### src/rtl/wb_core_bus_arbiter.sv
// wb_core_bus_arbiter
// Two-master (iwb fetch, dwb load/store) to one-slave Wishbone classic arbiter.
// A grant is held for a whole bus cycle. It is released on slave ack/err, on
// a master abort (owner drops cyc), or on the optional watchdog.
// A registered IDLE cycle always separates two transfers.
// Optional feature: define WB_ARB_TIMEOUT_EN to build the grant watchdog,
// which errors the owner after TIMEOUT_CYCLES cycles without a slave response.
module wb_core_bus_arbiter #(
  parameter int ROUND_ROBIN    = 1,
  parameter int TIMEOUT_CYCLES = 64
) (
  input  logic        clk,
  input  logic        rst,
  // instruction master
  input  logic [31:0] iwb_adr_i,
  input  logic        iwb_cyc_i,
  input  logic        iwb_stb_i,
  output logic [31:0] iwb_dat_o,
  output logic        iwb_ack_o,
  output logic        iwb_err_o,
  // data master
  input  logic [31:0] dwb_adr_i,
  input  logic [31:0] dwb_dat_i,
  input  logic        dwb_we_i,
  input  logic [3:0]  dwb_sel_i,
  input  logic        dwb_cyc_i,
  input  logic        dwb_stb_i,
  output logic [31:0] dwb_dat_o,
  output logic        dwb_ack_o,
  output logic        dwb_err_o,
  // shared slave
  output logic [31:0] s_adr_o,
  output logic [31:0] s_dat_o,
  output logic        s_we_o,
  output logic [3:0]  s_sel_o,
  output logic        s_cyc_o,
  output logic        s_stb_o,
  input  logic [31:0] s_dat_i,
  input  logic        s_ack_i,
  input  logic        s_err_i,
  // grant status
  output logic [1:0]  gnt_o
);

  // State encoding doubles as the gnt_o code: 00 none, 01 iwb, 10 dwb.
  typedef enum logic [1:0] {
    IDLE  = 2'b00,
    GNT_I = 2'b01,
    GNT_D = 2'b10
  } state_t;

  state_t state_q, state_d;
  logic   last_d_q, last_d_d;   // 1: dwb won the last completed transfer
  logic   req_i, req_d;
  logic   slv_done;             // slave ended the cycle with ack or err
  logic   tmo_hit;              // watchdog fires in this cycle

  assign req_i    = iwb_cyc_i & iwb_stb_i;
  assign req_d    = dwb_cyc_i & dwb_stb_i;
  assign slv_done = s_ack_i | s_err_i;

  // Read data is broadcast; each master qualifies it with its own ack.
  assign iwb_dat_o = s_dat_i;
  assign dwb_dat_o = s_dat_i;
  assign gnt_o     = state_q;

  // A watchdog below 2 cycles could never let a slave answer.
  if (TIMEOUT_CYCLES < 2) begin : g_tmo_range
    $error("wb_core_bus_arbiter: TIMEOUT_CYCLES must be >= 2");
  end

`ifdef WB_ARB_TIMEOUT_EN
  localparam int TW = $clog2(TIMEOUT_CYCLES);

  logic [TW-1:0] tmo_cnt_q, tmo_cnt_d;

  assign tmo_hit = (state_q != IDLE) && (tmo_cnt_q == TW'(TIMEOUT_CYCLES - 1));

  // Watchdog count: zero while idle so each grant starts fresh, then counts
  // every granted cycle the slave leaves unanswered.
  always_comb begin
    tmo_cnt_d = tmo_cnt_q;
    if (state_q == IDLE) begin
      tmo_cnt_d = '0;
    end else if (!slv_done && !tmo_hit) begin
      tmo_cnt_d = tmo_cnt_q + 1'b1;
    end
  end

  // Watchdog counter register.
  always_ff @(posedge clk or posedge rst) begin
    if (rst) begin
      tmo_cnt_q <= '0;
    end else begin
      tmo_cnt_q <= tmo_cnt_d;
    end
  end
`else
  assign tmo_hit = 1'b0;
`endif

  // Next-state arbitration and the combinational owner mux.
  always_comb begin
    // NOTE: every output of this block gets a default first; a path that
    // leaves one unassigned would infer a latch.
    state_d   = state_q;
    last_d_d  = last_d_q;
    s_adr_o   = '0;
    s_dat_o   = '0;
    s_we_o    = 1'b0;
    s_sel_o   = '0;
    s_cyc_o   = 1'b0;
    s_stb_o   = 1'b0;
    iwb_ack_o = 1'b0;
    iwb_err_o = 1'b0;
    dwb_ack_o = 1'b0;
    dwb_err_o = 1'b0;

    unique case (state_q)
      IDLE: begin
        // Stray slave ack/err is never forwarded here.
        if (req_i && req_d) begin
          state_d = ((ROUND_ROBIN != 0) && last_d_q) ? GNT_I : GNT_D;
        end else if (req_d) begin
          state_d = GNT_D;
        end else if (req_i) begin
          state_d = GNT_I;
        end
      end

      GNT_I: begin
        // Fetches are always full-word reads.
        s_adr_o = iwb_adr_i;
        s_sel_o = 4'hF;
        s_cyc_o = iwb_cyc_i & ~tmo_hit;
        s_stb_o = iwb_stb_i & ~tmo_hit;
        if (tmo_hit) begin
          iwb_err_o = 1'b1;
        end else begin
          iwb_ack_o = s_ack_i;
          iwb_err_o = s_err_i;
        end
        if (tmo_hit || slv_done) begin
          state_d  = IDLE;
          last_d_d = 1'b0;
        end else if (!iwb_cyc_i) begin
          state_d = IDLE;   // abort: the winner history stays as it was
        end
      end

      GNT_D: begin
        s_adr_o = dwb_adr_i;
        s_dat_o = dwb_dat_i;
        s_we_o  = dwb_we_i;
        s_sel_o = dwb_sel_i;
        s_cyc_o = dwb_cyc_i & ~tmo_hit;
        s_stb_o = dwb_stb_i & ~tmo_hit;
        if (tmo_hit) begin
          dwb_err_o = 1'b1;
        end else begin
          dwb_ack_o = s_ack_i;
          dwb_err_o = s_err_i;
        end
        if (tmo_hit || slv_done) begin
          state_d  = IDLE;
          last_d_d = 1'b1;
        end else if (!dwb_cyc_i) begin
          state_d = IDLE;
        end
      end

      default: begin
        state_d = IDLE;
      end
    endcase
  end

  // State and last-winner registers; reset leaves iwb as last winner so dwb
  // takes the first tie.
  always_ff @(posedge clk or posedge rst) begin
    // NOTE: sequential state uses non-blocking assignments so every register
    // samples the pre-edge values regardless of statement order.
    if (rst) begin
      state_q  <= IDLE;
      last_d_q <= 1'b0;
    end else begin
      state_q  <= state_d;
      last_d_q <= last_d_d;
    end
  end

endmodule
### config.mk
export PLATFORM = sky130hd
export DESIGN_NAME = wb_core_bus_arbiter
export DESIGN_NICKNAME = d
export VERILOG_FILES = /design/src/rtl/wb_core_bus_arbiter.sv
export SDC_FILE = /design/constraint.sdc
export NUM_CORES = 1
export LEC_CHECK = 0
export ABC_AREA = 1
export CAP_MARGIN = 20
export CORE_AREA = 2 2 108 110
export DETAILED_ROUTE_END_ITERATION = 12
export DIE_AREA = 0 0 110 112
export GPL_TIMING_DRIVEN = 0
export SYNTH_ARGS = -nofsm -noshare
export SYNTH_HDL_FRONTEND = slang
export SYNTH_SLANG_ARGS = --single-unit
### constraint.sdc
create_clock -name clk -period 1.85 [get_ports clk]
set_input_delay 0.37 -clock clk [delete_from_list [all_inputs] [get_ports clk]]
set_output_delay 0.37 -clock clk [all_outputs]
set_load 0.02 [all_outputs]
==> metrics.txt, run 1 <==
Seq/Total Area, Yosys 4.67%; Avg Inst Size Synth 5.46 um2; outcome finished, violations left; Pre-antenna DRT Iters 4; Post-Syn Nets 438; most common cell after layout, fill and taps aside clkdlybuf4s50_1; Ports 282; Die Width 110 um; Tot GR Track Use 14.6%; unrepaired setup endpoints after global routing true; CTS tree yes; worst skew pair latency 0.22 ns; fmax 0.517 GHz; post-synthesis cell count 294; Placement Rows 39; Final min period 1.93 ns; #FFs+latches synth 3; Sink Count 3; number of global-route vias before repair 2,915; commonest non-fill, non-tap cells in the layout clkdlybuf4s50_1 (173), buf_4 (99), nand2_1 (81), inv_1 (39), buf_6 (36); initial drt markers 55; Final setup viols 50; layout cells sized above 1 46.3%; VDD IR max 0.614 mV; DR vias/cell 3.90; skew final 0.00125 ns; HP Class in2async; # nets final 717; CP Capture Type primary output; dpl cell area 4290 um2; WL final 10.1 mm; Reg clk slew, reported paths 0.03 ns; worst-path cell chain inv_2 -> ha_4 -> inv_4 -> buf_12 -> clkbuf_16 -> a21oi_4 -> buf_6; Port-buffer cells 249; Post-Syn Area 1610 um2; fin area 5170 um2; GRT overflow 0; H-tree levels 1; clock buffer count from CTS 3; synth warn 0; synth unique cells 17; Worst Setup Path Type reg2out; core area 11,200 um2; final setup margin -0.0845 ns; area grow syn2layout 222%; Max Cap Violations 0; DR WL/cell 14.1 um; Final ANT Viol Nets 0; final hold violations 0; Post-Route Setup TNS -2.42 ns; Slew Viols, Final 0; Initial Util 14.4%; Util after Layout 46.3%; Root Driver clkbuf_16; die area 12,300 um2; fillers 1,104; Placer Congestion 0.844; violated checks setup timing; Inserted Diodes 0; initial antenna violation count 0; Hold WS 0.333 ns; Slew HR 84.5%; LEAKAGE 2.55 nW; slowest CP cell dfrtp_1; first-pass GRT wire length 14.2 mm; DRC 0; crit-path max FO 8; Slew @ Worst Pin 0.232 ns; largest net degree at the start of global routing 11; DR vias 2,790; pwr/cell area 1100 nW/um2; CP Launch Type register; DP HPWL 7.39 mm; Critical Path AT 1.56 ns; Worst Path Required 1.48 ns; Die Y 112 um; CP peak stage delay 0.38 ns; CTS Hold Bufs 0; clk buf depth 2; final worst-path cycle share 105%; Power Total 5.67 mW
area by class of cell:
type / instances / area [um2] / area share [%]
inverter: 43 / 168 / 3.24
multi-input combinational: 168 / 1180 / 22.8
buffer: 80 / 757 / 14.6
tap: 143 / 179 / 3.46
timing repair buffer: 274 / 2740 / 52.9
sequential: 3 / 75.1 / 1.45
clock buffer: 4 / 78.8 / 1.52
flip-flops by register name, indices dropped and copies added (netlist names):
signal and cells:
gnt_o 2, last_d_q 1
final timing paths:
check                          from         end  slack [ns]  cells after the start
max                        gnt_o[1]  s_adr_o[7]       -0.08                      7
min                             rst    gnt_o[1]        0.33                      2
max reg2reg                gnt_o[0]    gnt_o[1]        0.34                     10
min reg2reg                last_d_q    last_d_q        0.55                      2
max in group asynchronous       rst    last_d_q        1.38                      2
min in group clk           last_d_q    last_d_q        0.55                      2
cells by family (layout without fill, tap and decap cells):
| family | Yosys count | in the layout | synth area share, % |
|---|---|---|---|
| adders and majority gates | 3 | 3 | 2.34 |
| and+or+nand+nor | 124 | 124 | 29.9 |
| AOI/OAI and AO/OA | 41 | 41 | 13.5 |
| DFF | 3 | 3 | 4.67 |
| buffers and inverters | 123 | 401 | 49.6 |
timing repair:
action,CTS,global route
gates resized for setup,460,71
hold endpoints to repair,0,0
pin swaps,11,20
endpoints found under the setup margin,75,75
buffers inserted,9,4
gates cloned,8,4
power by group:
part | internal (mW) | total [mW] | switching (mW) | leakage [nW]
Sequential | 0.0947 | 0.118 | 0.0237 | 0.0390
Clock | 0.284 | 0.338 | 0.0540 | 0.0382
Combinational | 2.61 | 5.22 | 2.60 | 2.47
synth_stat cells:
master	count	share of area [%]
buf_4	69	32
nand3_1	4	1.2
o21ai_1	2	0.62
inv_1	43	10
nor2_1	1	0.23
clkbuf_1	1	0.23
a21oi_2	3	1.6
o21ai_0	1	0.31
nand2_4	1	0.70
dfrtp_1	3	4.7
clkbuf_8	3	2.6
a21oi_1	35	11
nand2_2	1	0.39
ha_1	3	2.3
buf_2	1	0.31
nand2_1	117	27
buf_6	6	4.2
layer usage:
metal  wire length, um  vias up  part of all wire [%]  global-route usage [%]
met2              5480      157                    55                    29.4
met1              3520     1259                    35                    15.4
met4                82        0                  0.82                    1.86
met5                 0        -                     0                       0
met3               975        6                   9.7                    3.04
li1                  -     1368                     -                       -
metrics by stage:
step           setup slack [ns]  std cells
2_1_floorplan           -0.0576        294
3_3_place_gp             -0.567        686
3_5_place_dp             -0.571        686
4_1_cts                 -0.0882        707
5_1_grt                  -0.153        715
6_report                -0.0845        715
critical path: cells and delay by family, from the launching register on:
kind	cells	cell delay, ns
adders and majority gates	1	0.27
DFF	1	0.38
buffers and inverters	5	0.56
AOI/OAI and AO/OA	1	0.12
Power figures use the tool's default switching activity.
==> run 2, diff against run 1 <==
--- a/config.mk
+++ b/config.mk
@@ -11,6 +11,7 @@
 export DETAILED_ROUTE_END_ITERATION = 12
 export DIE_AREA = 0 0 110 112
 export GPL_TIMING_DRIVEN = 0
+export PLACE_DENSITY = 0.64
 export SYNTH_ARGS = -nofsm -noshare
 export SYNTH_HDL_FRONTEND = slang
 export SYNTH_SLANG_ARGS = --single-unit
==> metrics.txt, run 2 (synthesis gave the netlist of run 1 again) <==
CP Launch Type register (unchanged); Slew Viols, Final 0 (unchanged); Slew @ Worst Pin 0.246 ns (was 0.232 ns); violated checks setup timing (unchanged); initial drt markers 81 (was 55); Hold WS 0.320 ns (was 0.333 ns); worst slack at placement -0.574 ns (was -0.571 ns); LEAKAGE 2.44 nW (was 2.55 nW); Reg clk slew, reported paths 0.03 ns (about the same); area grow syn2layout 218% (was 222%); HP Class in2async (unchanged); final setup margin -0.0868 ns (was -0.0845 ns); Die Y 112 um (unchanged); first-pass GRT wire length 13.2 mm (was 14.2 mm); die area 12,300 um2 (unchanged); Initial Util 14.4% (unchanged); VDD IR max 0.561 mV (was 0.614 mV); crit-path max FO 10 (was 8); Worst Setup Path Type reg2out (unchanged); Max Cap Violations 0 (unchanged); Slew HR 83.6% (was 84.5%); initial antenna violation count 0 (unchanged); max FFs per register 2 (unchanged); final hold violations 0 (unchanged); skew final 0.00111 ns (was 0.00125 ns); GRT overflow 0 (unchanged); # nets final 714 (was 717); Placement Rows 39 (unchanged); most common cell after layout, fill and taps aside clkdlybuf4s50_1 (unchanged); DR vias/cell 3.93 (was 3.90); Util after Layout 45.8% (was 46.3%); reg2reg path depth 10 (unchanged); DR vias 2,801 (was 2,790); number of global-route vias before repair 2,737 (was 2,915); core area 11,200 um2 (unchanged); Crit Reg-Reg Startpoint gnt_o[0] (unchanged); clock buffer count from CTS 3 (unchanged); Final min period 1.94 ns (was 1.93 ns); CTS tree yes (unchanged); Placer Congestion 0.783 (was 0.844); fillers 1,088 (was 1,104); commonest non-fill, non-tap cells in the layout clkdlybuf4s50_1 (174), buf_4 (91), nand2_1 (89), buf_6 (48), nand2_2 (22) (was clkdlybuf4s50_1 (173), buf_4 (99), nand2_1 (81), inv_1 (39), buf_6 (36)); Sink Count 3 (unchanged); Pre-antenna DRT Iters 4 (unchanged); layout cells sized above 1 46.6% (was 46.3%); Inserted Diodes 0 (unchanged); worst skew pair latency 0.22 ns (about the same); Die Width 110 um (unchanged); Final setup viols 58 (was 50); Critical Path AT 1.57 ns (was 1.56 ns); fmax 0.516 GHz (was 0.517 GHz); CTS Hold Bufs 0 (unchanged); final worst-path cycle share 105% (about the same); DP HPWL 7.60 mm (was 7.39 mm); outcome finished, violations left (unchanged); unrepaired setup endpoints after global routing true (unchanged); DRC 0 (unchanged); clk buf depth 2 (unchanged); Worst Path Required 1.48 ns (about the same); CP Capture Type primary output (unchanged); Final ANT Viol Nets 0 (unchanged); Port-buffer cells 249 (unchanged); worst reg2reg endpoint gnt_o[1] (unchanged); WL final 9.89 mm (was 10.1 mm); pwr/cell area 1060 nW/um2 (was 1100 nW/um2); largest net degree at the start of global routing 11 (unchanged); Tot GR Track Use 13.7% (was 14.6%); H-tree levels 1 (unchanged); reg2reg setup slack 0.37 ns (was 0.34 ns); Ports 282 (unchanged); Root Driver clkbuf_16 (unchanged); DR WL/cell 13.9 um (was 14.1 um)
## run 2: area by class of cell
cell class / count / area, um2 / area share, %
repair buffers: 271 / 2770 / 54.2
multi-input cells: 168 / 1080 / 21.0
plain buffers: 80 / 767 / 15.0
well taps: 143 / 179 / 3.50
inverters: 43 / 164 / 3.21
clock buffers: 4 / 78.8 / 1.54
flip-flops and latches: 3 / 75.1 / 1.47
## run 2: power by group
group,internal [mW],switching [mW]
combinational,2.53,2.46
clock,0.284,0.0558
sequential,0.0948,0.0240
## run 2: worst max-delay path by stage
stage,startpoint,end,slack (ns),depth (start not counted)
after floorplan,gnt_o[0],s_adr_o[12],-0.06,6
after CTS,gnt_o[0],s_adr_o[5],-0.1,7
final,gnt_o[0],s_adr_o[9],-0.09,7
after global placement,gnt_o[0],s_sel_o[2],-0.60,7
after global routing,gnt_o[0],s_adr_o[23],-0.16,7
after detailed placement,gnt_o[0],s_sel_o[2],-0.57,7
## run 2: worst max-delay path, cell delays in order, from the launching register on
cell and delay [ns]:
dfrtp_1 0.38, inv_2 0.08, ha_4 0.27, inv_4 0.03
buf_12 0.14, buf_12 0.16, a21oi_2 0.13, buf_4 0.16
## run 2: metrics by stage
stage,power (mW),instance area (um2),std cells,TNS [ns]
2_1_floorplan,1.95,1620,294,-0.807
3_3_place_gp,3.51,4290,686,-27.45
3_5_place_dp,3.54,4290,686,-27.49
4_1_cts,4.82,4610,704,-2.19
6_report,5.44,5110,712,-2.84
5_1_grt,5.77,5110,712,-6.14
## run 2: timing repair
item	in CTS	in global routing
hold endpoints to repair	0	0
buffers inserted	10	3
resized for setup	418	126
gates cloned	4	5
endpoints found under the setup margin	75	74
pin swaps	2	6
## run 2: routing by layer
metal  GRT usage, %  wire length [um]
met1           13.7              3420
met2           28.4              5530
met3           2.58               872
met4           2.36                62
met5              0                 0
==> run 3, diff against run 2 <==
--- a/config.mk
+++ b/config.mk
@@ -7,11 +7,13 @@
 export LEC_CHECK = 0
 export ABC_AREA = 1
 export CAP_MARGIN = 20
-export CORE_AREA = 2 2 108 110
+export CELL_PAD_IN_SITES_DETAIL_PLACEMENT = 0
+export CELL_PAD_IN_SITES_GLOBAL_PLACEMENT = 1
+export CORE_MARGIN = 2
+export CORE_UTILIZATION = 11
 export DETAILED_ROUTE_END_ITERATION = 12
-export DIE_AREA = 0 0 110 112
 export GPL_TIMING_DRIVEN = 0
-export PLACE_DENSITY = 0.64
+export PLACE_DENSITY = 0.86
 export SYNTH_ARGS = -nofsm -noshare
 export SYNTH_HDL_FRONTEND = slang
 export SYNTH_SLANG_ARGS = --single-unit
==> metrics.txt, run 3 (synthesis gave the netlist of run 1 again) <==
Placement Rows 44 (was 39); fmax 0.517 GHz (was 0.516 GHz); Critical Path AT 1.56 ns (was 1.57 ns); Slew @ Worst Pin 0.248 ns (was 0.246 ns); GRT overflow 0 (unchanged); initial antenna violation count 0 (unchanged); dpl cell area 4340 um2 (was 4290 um2); VDD IR max 0.581 mV (was 0.561 mV); Reg clk slew, reported paths 0.03 ns (about the same); final hold violations 0 (unchanged); first-pass GRT wire length 14.1 mm (was 13.2 mm); worst slack at placement -0.626 ns (was -0.574 ns); Final min period 1.93 ns (was 1.94 ns); outcome finished, violations left (unchanged); area grow syn2layout 240% (was 218%); crit path buf inv count 5 (unchanged); layout cells sized above 1 52.4% (was 46.6%); CP Launch Type register (unchanged); H-tree levels 1 (unchanged); Crit Reg-Reg Startpoint gnt_o[0] (unchanged); Tot GR Track Use 11.1% (was 13.7%); Die Y 125 um (was 112 um); clk buf depth 2 (unchanged); CP startpoint gnt_o[1] (was gnt_o[0]); Port-buffer cells 249 (unchanged); Sink Count 3 (unchanged); crit-path max FO 6 (was 10); DRC 0 (unchanged); CTS Hold Bufs 0 (unchanged); Placer Congestion 0.767 (was 0.783); DR vias/cell 3.62 (was 3.93); Max Cap Violations 0 (unchanged); CP peak stage delay 0.38 ns (about the same); most common cell after layout, fill and taps aside clkdlybuf4s50_1 (unchanged); CTS tree yes (unchanged); final worst-path cycle share 104% (was 105%); worst-path cell chain inv_2 -> ha_4 -> inv_4 -> buf_12 -> clkbuf_16 -> a21oi_4 -> buf_6 (was inv_2 -> ha_4 -> inv_4 -> buf_12 -> buf_12 -> a21oi_2 -> buf_4); Worst Setup Path Type reg2out (unchanged); Slew Viols, Final 0 (unchanged); fin area 5460 um2 (was 5110 um2); max FFs per register 2 (unchanged); non-filler instance count after layout 755 (was 712); DP HPWL 7.21 mm (was 7.60 mm); placed insts 727 (was 686); die area 15,600 um2 (was 12,300 um2); violated checks setup timing (unchanged); HP Class in2async (unchanged); clock buffer count from CTS 3 (unchanged); # nets final 716 (was 714); Worst Path Required 1.48 ns (about the same); Inserted Diodes 0 (unchanged); Root Driver clkbuf_16 (unchanged); Final setup viols 49 (was 58); WL final 9.93 mm (was 9.89 mm); LEAKAGE 2.63 nW (was 2.44 nW); commonest non-fill, non-tap cells in the layout clkdlybuf4s50_1 (174), buf_4 (92), nand2_1 (59), buf_6 (56), nand2_2 (33) (was clkdlybuf4s50_1 (174), buf_4 (91), nand2_1 (89), buf_6 (48), nand2_2 (22)); Pre-antenna DRT Iters 4 (unchanged); DR WL/cell 13.1 um (was 13.9 um); DR vias 2,732 (was 2,801); Ports 282 (unchanged); initial drt markers 42 (was 81); Slew HR 83.4% (was 83.6%); pwr/cell area 1090 nW/um2 (was 1060 nW/um2); Power Total 5.95 mW (was 5.44 mW); Final ANT Viol Nets 0 (unchanged); slowest CP cell dfrtp_1 (unchanged); CP Capture Type primary output (unchanged); core area 14,400 um2 (was 11,200 um2); delay-heaviest family, CP buffers and inverters (unchanged); final setup margin -0.0825 ns (was -0.0868 ns); unrepaired setup endpoints after global routing true (unchanged); number of global-route vias before repair 2,733 (was 2,737); largest net degree at the start of global routing 11 (unchanged); Die Width 125 um (was 110 um); skew final 0.00119 ns (was 0.00111 ns); worst skew pair latency 0.23 ns (was 0.22 ns); Initial Util 11.1% (was 14.4%)
-- run 3: worst paths after layout --
kind | endpoint | slack [ns] | depth (start not counted)
setup reg to reg | gnt_o[0] | 0.40 | 10
hold / removal | last_d_q | 0.32 | 2
setup / recovery | s_adr_o[2] | -0.08 | 7
max in group asynchronous | gnt_o[0] | 1.40 | 2
min in group clk | last_d_q | 0.53 | 2
hold reg to reg | last_d_q | 0.53 | 2
-- run 3: cell type report --
| type | instances | area, um2 |
|---|---|---|
| inverters | 43 | 166 |
| well taps | 184 | 230 |
| flip-flops and latches | 3 | 75.1 |
| multi-input cells | 168 | 1270 |
| plain buffers | 79 | 758 |
| fillers | 1477 | 8960 |
| repair buffers | 274 | 2880 |
| clock buffers | 4 | 78.8 |
-- run 3: per-layer routing --
layer  track usage [%]  up-vias  part of all wire (%)
met5                 0        -                     0
met4              1.90        0                  0.80
met3              1.93        7                   6.8
met2              21.0      133                    52
met1              13.3     1229                    40
li1                  -     1363                     -
-- run 3: per-stage QoR --
| stage | setup TNS (ns) | util [%] | hold WS (ns) |
|---|---|---|---|
| final | -2.68 | 37.8 | 0.321 |
| after CTS | -3.07 | 33.0 | 0.321 |
| after detailed placement | -31.07 | 30.1 | 0.521 |
| after global routing | -7.46 | 37.8 | 0.341 |
| after global placement | -29.03 | 30.1 | 0.519 |
| after floorplan | -0.807 | - | 0.124 |
-- run 3: what timing repair did --
action / in CTS / in global routing
pin swaps: 24 / 32
gates resized for setup: 445 / 174
endpoints found under the setup margin: 75 / 75
buffers inserted: 9 / 5
gates cloned: 8 / 3
-- run 3: report_power, final --
part	internal, mW	switching, mW	leakage, nW
logic	2.77	2.71	2.55
clock network	0.285	0.0656	0.0382
registers	0.0947	0.0253	0.0390
